File: src/rtl/uart_rx_pkg.sv
// Shared UART definitions: receiver state encoding, 8N1 line levels and the
// baud divisor helper used by both the receiver and the future transmitter.
package UartPkg;

    typedef enum logic [1:0] {
        IDLE,
        START,
        DATA,
        STOP
    } rx_state_t;

    localparam logic START_LEVEL = 1'b0;
    localparam logic STOP_LEVEL  = 1'b1;
    localparam logic IDLE_LEVEL  = 1'b1;

    // Clock cycles per bit; integer division, the fractional part is dropped.
    function automatic int baud_div(input int clk_freq_hz, input int baud_rate);
        return clk_freq_hz / baud_rate;
    endfunction

endpackage

File: src/rtl/uart_rx_sync.sv
// Two-flop synchronizer for the asynchronous serial line. Both flops reset to
// the idle level so that leaving reset never looks like a start bit.
module uart_rx_sync
    import UartPkg::*;
(
    input  logic clk,
    input  logic reset,
    input  logic d,
    output logic q
);

    logic meta;

    // NOTE: sequential state uses non-blocking assignments so both flops
    // sample the pre-edge values and the chain really is two stages deep.
    always_ff @(posedge clk or posedge reset) begin
        if (reset) begin
            meta <= IDLE_LEVEL;
            q    <= IDLE_LEVEL;
        end else begin
            meta <= d;
            q    <= meta;
        end
    end

endmodule

File: src/rtl/uart_rx.sv
// 8N1 UART receiver: start-bit qualification at half a bit, mid-bit data
// sampling, stop-bit check producing either rx_done or frame_err.
module uart_rx
    import UartPkg::*;
#(
    parameter int CLK_FREQ_HZ = 50_000_000,
    parameter int BAUD_RATE   = 115_200,
    parameter int DATA_BITS   = 8
) (
    input  logic                 clk,
    input  logic                 reset,
    input  logic                 rx,
    output logic [DATA_BITS-1:0] data_out,
    output logic                 rx_done,
    output logic                 frame_err,
    output logic                 busy
);

    localparam int N  = baud_div(CLK_FREQ_HZ, BAUD_RATE);
    localparam int H  = N / 2;
    localparam int CW = $clog2(N);
    localparam int BW = (DATA_BITS > 1) ? $clog2(DATA_BITS) : 1;

    localparam logic [CW-1:0] CNT_HALF = CW'(H - 1);
    localparam logic [CW-1:0] CNT_FULL = CW'(N - 1);
    localparam logic [BW-1:0] LAST_BIT = BW'(DATA_BITS - 1);

    generate
        if (N < 4) begin : g_bad_divisor
            $error("uart_rx: CLK_FREQ_HZ / BAUD_RATE must be at least 4");
        end
        if (DATA_BITS < 2) begin : g_bad_width
            $error("uart_rx: DATA_BITS must be at least 2");
        end
    endgenerate

    rx_state_t            state;
    rx_state_t            state_next;
    logic                 rx_s;
    logic [CW-1:0]        clk_cnt;
    logic [BW-1:0]        bit_idx;
    logic [DATA_BITS-1:0] sh;
    logic                 cnt_half;
    logic                 cnt_full;
    logic                 done_next;
    logic                 err_next;

    uart_rx_sync u_sync (
        .clk   (clk),
        .reset (reset),
        .d     (rx),
        .q     (rx_s)
    );

    assign cnt_half = (clk_cnt == CNT_HALF);
    assign cnt_full = (clk_cnt == CNT_FULL);

    always_ff @(posedge clk or posedge reset) begin
        if (reset) state <= IDLE;
        else       state <= state_next;
    end

    // NOTE: every combinational output gets a default first, so no path
    // through the case leaves a signal unassigned and infers a latch.
    always_comb begin
        state_next = state;
        case (state)
            IDLE:    if (rx_s == START_LEVEL) state_next = START;
            START:   if (cnt_half) state_next = (rx_s == START_LEVEL) ? DATA : IDLE;
            DATA:    if (cnt_full && bit_idx == LAST_BIT) state_next = STOP;
            STOP:    if (cnt_full) state_next = IDLE;
            default: state_next = IDLE;
        endcase
    end

    always_comb begin
        busy      = (state != IDLE);
        done_next = (state == STOP) && cnt_full && (rx_s == STOP_LEVEL);
        err_next  = (state == STOP) && cnt_full && (rx_s != STOP_LEVEL);
    end

    always_ff @(posedge clk or posedge reset) begin
        if (reset) begin
            clk_cnt   <= '0;
            bit_idx   <= '0;
            sh        <= '0;
            data_out  <= '0;
            rx_done   <= 1'b0;
            frame_err <= 1'b0;
        end else begin
            rx_done   <= done_next;
            frame_err <= err_next;
            if (done_next) data_out <= sh;

            case (state)
                IDLE: clk_cnt <= '0;
                START: begin
                    if (cnt_half) begin
                        clk_cnt <= '0;
                        bit_idx <= '0;
                    end else begin
                        clk_cnt <= clk_cnt + 1'b1;
                    end
                end
                DATA: begin
                    if (cnt_full) begin
                        clk_cnt <= '0;
                        sh      <= {rx_s, sh[DATA_BITS-1:1]};
                        if (bit_idx != LAST_BIT) bit_idx <= bit_idx + 1'b1;
                    end else begin
                        clk_cnt <= clk_cnt + 1'b1;
                    end
                end
                STOP: clk_cnt <= cnt_full ? '0 : clk_cnt + 1'b1;
                default: clk_cnt <= '0;
            endcase
        end
    end

endmodule

File: config.mk
export PLATFORM = sky130hd
export DESIGN_NAME = uart_rx
export DESIGN_NICKNAME = d
export VERILOG_FILES = /design/src/rtl/uart_rx_pkg.sv /design/src/rtl/uart_rx_sync.sv /design/src/rtl/uart_rx.sv
export SDC_FILE = /design/constraint.sdc
export NUM_CORES = 1
export LEC_CHECK = 0
export BUFFER_PORTS_ARGS = -buffer_cell sky130_fd_sc_hd__buf_2
export CORE_ASPECT_RATIO = 1.5
export CORE_UTILIZATION = 60
export DETAILED_ROUTE_END_ITERATION = 8
export PLACE_DENSITY = 0.88
export SLEW_MARGIN = 10
export SYNTH_ARGS = -nofsm -noshare
export SYNTH_HDL_FRONTEND = slang
export SYNTH_SLANG_ARGS = --single-unit
File: constraint.sdc
create_clock -name clk -period 4.12 [get_ports clk]
set_clock_uncertainty 0.15 [all_clocks]
set_input_delay 0.824 -clock clk [delete_from_list [all_inputs] [get_ports clk]]
set_output_delay 0.824 -clock clk [all_outputs]
set_load 0.01 [all_outputs]
==> flow_summary.ini <==
[die]
start_util = 0.628
die_y_um = 63.6
dieArea_mm2 = 0.00274
rows = 22
core-area_mm2 = 0.00242
dieWidth_um = 43.1
io_pins = 14

[critical_path]
r2r_slack_ns = 2.06
crit_required_ns = 3.15
start_kind = flip-flop
reg2reg_depth = 6
rr_startpoint = clk_cnt[1]
crit_fanout = 10
end_kind = output port
worstSetupPathType = reg -> out
rr_endpoint = bit_idx[1]
arrival_ns = 1.31

[clock_tree]
cts_tree = yes
numCtsBuffers = 5
hold_buffers = 0
cts.clk_slew.worst_paths_ns = 0.10
clock_latency_ns = 0.34
cts_root_buffer = clkbuf_4
clock-sinks = 34
htree_num_levels = 2
clk_path_buf_depth = 2
post_cts_buffers = 0
cts_resized = 0

[logic_synthesis]
ys_ff_latch = 34
netlist_top_cells_area = dfrtp_1, mux2_2, ha_1
syn-num-nets = 126
ys_top_cells_by_count = dfrtp_1, mux2_2, nor2_1
synthCells = 118
synth_ff_type = dfrtp_1
synth_top_area_frac = 0.527
synth_most_common_cell = dfrtp_1
synth_warnings = 0
netlist_area_mm2 = 0.00152
synth-edff-count = 0
yosysUniqueCellTypes = 35
yosysSeqAreaShare = 0.561
async_reset_ff_frac = 1.00
yosys.area.top_type = dfrtp_1
syn_area_per_cell_um2 = 12.9

[route]
via_count = 938
drc = 0
routed_wl_um = 2410
drtIter0Drc = 24
drt-pass1-iter-count = 4
avgViaCountPerCell = 5.83
wl_per_cell_um = 15.0
antenna_left = 0

[pwr]
power_uw = 538
p_per_area_mw_per_mm2 = 321
ir_worst_vdd_uv = 216
power.leakage_uw = 0.000848

[min_path]
whs_path_depth = 0
min_from = u_sync.meta
hold_end = u_sync.q
min_path_type = reg -> reg

[global_routing]
overflow = 0
grt_usage = 0.216
antenna_found_initial = 0
grt_max_degree = 35
grt_pass1_wl_um = 4280
grt_pass1_vias = 983

[sta]
slew_headroom = 0.674
finalSetupTns_ns = 0
setup_violations = 0
rsz0062_at_grt = no
maxSlewViolCount = 0
worstMarginPinSlew_ns = 0.488
hold_viol_final = 0
fmax_mhz = 438
period_share = 0.554
post-route-min-period_ns = 2.28

[layout]
drive_above_1_share = 0.328
final-instance-count-excl-fill = 161
area_growth_pct = 10.0
n_fill_cell = 179
utilization = 0.691
diodes = 0
num-nets-final = 144

[place]
portBuffers = 13
dpl.cell_count = 153
gp_congestion = 0.789
dp_hpwl_um = 1750

[job]
max_cap_violations = 0

[status]
run_status = completed
[stage by stage]
step | setup WS [ns] | hold WS (ns) | area (um2)
after floorplan | 2.23 | 0.195 | 1520
after global placement | 2.15 | 0.198 | 1610
after detailed placement | 2.05 | 0.198 | 1610
after CTS | 1.84 | 0.213 | 1670
after global routing | 1.79 | 0.220 | 1670
final | 1.84 | 0.212 | 1670
[placed cells by master (no fill, tap or decap)]
| cell | synthesis | routed |
|---|---|---|
| a21oi_1 | 1 | 1 |
| a22oi_2 | 1 | 1 |
| a311oi_1 | 1 | 1 |
| and2_1 | 2 | 2 |
| and2b_1 | 1 | 1 |
| and3_1 | 1 | 1 |
| and3b_1 | 1 | 1 |
| and4b_1 | 1 | 1 |
| and4bb_1 | 1 | 1 |
| buf_2 | 2 | 13 |
| buf_4 | 0 | 1 |
| clkbuf_4 | 0 | 5 |
| clkbuf_8 | 0 | 1 |
| clkinv_2 | 0 | 1 |
| clkinvlp_4 | 0 | 1 |
| dfrtp_1 | 32 | 32 |
| dfstp_2 | 2 | 2 |
| ha_1 | 5 | 5 |
| inv_1 | 6 | 6 |
| mux2_1 | 1 | 1 |
| mux2_2 | 16 | 16 |
| mux2i_1 | 1 | 1 |
| nand2_1 | 4 | 4 |
| nand2b_1 | 1 | 1 |
| nand3_1 | 6 | 6 |
| nand4_1 | 1 | 1 |
| nand4_4 | 1 | 1 |
| nor2_1 | 10 | 10 |
| nor2_4 | 1 | 1 |
| nor2b_1 | 3 | 3 |
| nor3_1 | 2 | 2 |
| nor4_1 | 1 | 1 |
| nor4bb_1 | 1 | 1 |
| o22ai_1 | 1 | 1 |
| o2bb2ai_1 | 1 | 1 |
| o41ai_4 | 1 | 1 |
| or2_2 | 1 | 1 |
| xnor2_1 | 4 | 4 |
| xor2_1 | 3 | 3 |
[area by class of cell]
class | count | area [um2] | area share
clock buffer | 6 | 51.3 | 0.0307
clock inverter | 2 | 12.5 | 0.00748
inverter | 6 | 22.5 | 0.0135
multi-input combinational | 75 | 631 | 0.377
sequential | 34 | 853 | 0.510
tap | 24 | 30.0 | 0.0180
timing repair buffer | 14 | 72.6 | 0.0434
[where the power goes]
| part | switching (uW) | leakage [uW] | total (uW) | internal, uW |
|---|---|---|---|---|
| registers | 0.868 | 0.000453 | 336 | 335 |
| logic | 6.49 | 0.000361 | 8.00 | 1.52 |
| clock network | 112 | 0.0000343 | 194 | 81.9 |
| total | 119 | 0.000848 | 538 | 419 |
[critical path: stages, from the launching register on]
cell	delay, ns
dfrtp_1	0.49
or2_2	0.34
buf_2	0.14
[kinds of logic (layout without fill, tap and decap cells)]
kind of cell | count (synthesis) | count (layout) | share of synthesized area
XOR/XNOR | 7 | 7 | 0.0403
flip-flops | 34 | 34 | 0.561
AND/OR/NAND/NOR | 39 | 39 | 0.156
multiplexers | 18 | 18 | 0.133
AO/OA/AOI/OAI | 6 | 6 | 0.0453
adder cells (fa/ha/maj) | 5 | 5 | 0.0412
buffers and inverters | 9 | 28 | 0.0239
[sequential cells by signal, indices dropped and copies added, names as in the netlist, named ones only]
signal       flops
clk_cnt          9
data_out         8
frame_err        1
sh               8
state            1
u_sync.meta      1
u_sync.q         1
bit_idx          3
rx_done          1
[worst max path at each step]
| stage | from | endpoint | depth (start not counted) | slack (ns) |
|---|---|---|---|---|
| after CTS | flip-flop | busy | 2 | 1.84 |
| final | flip-flop | busy | 2 | 1.84 |
| after detailed placement | clk_cnt[1] | bit_idx[1] | 6 | 2.05 |
| after floorplan | clk_cnt[1] | bit_idx[1] | 6 | 2.23 |
| after global routing | flip-flop | busy | 2 | 1.79 |
| after global placement | clk_cnt[1] | sh[2] | 5 | 2.15 |
[per-layer routing]
metal / vias up / GRT usage / wire length, um
met1: 471 / 0.237 / 944
met2: 19 / 0.349 / 1310
met4: 0 / 0.117 / 68
met5: - / 0 / 0
met3: 8 / 0.0860 / 93
li1: 440 / - / -
(Power assumes the default switching activity.)
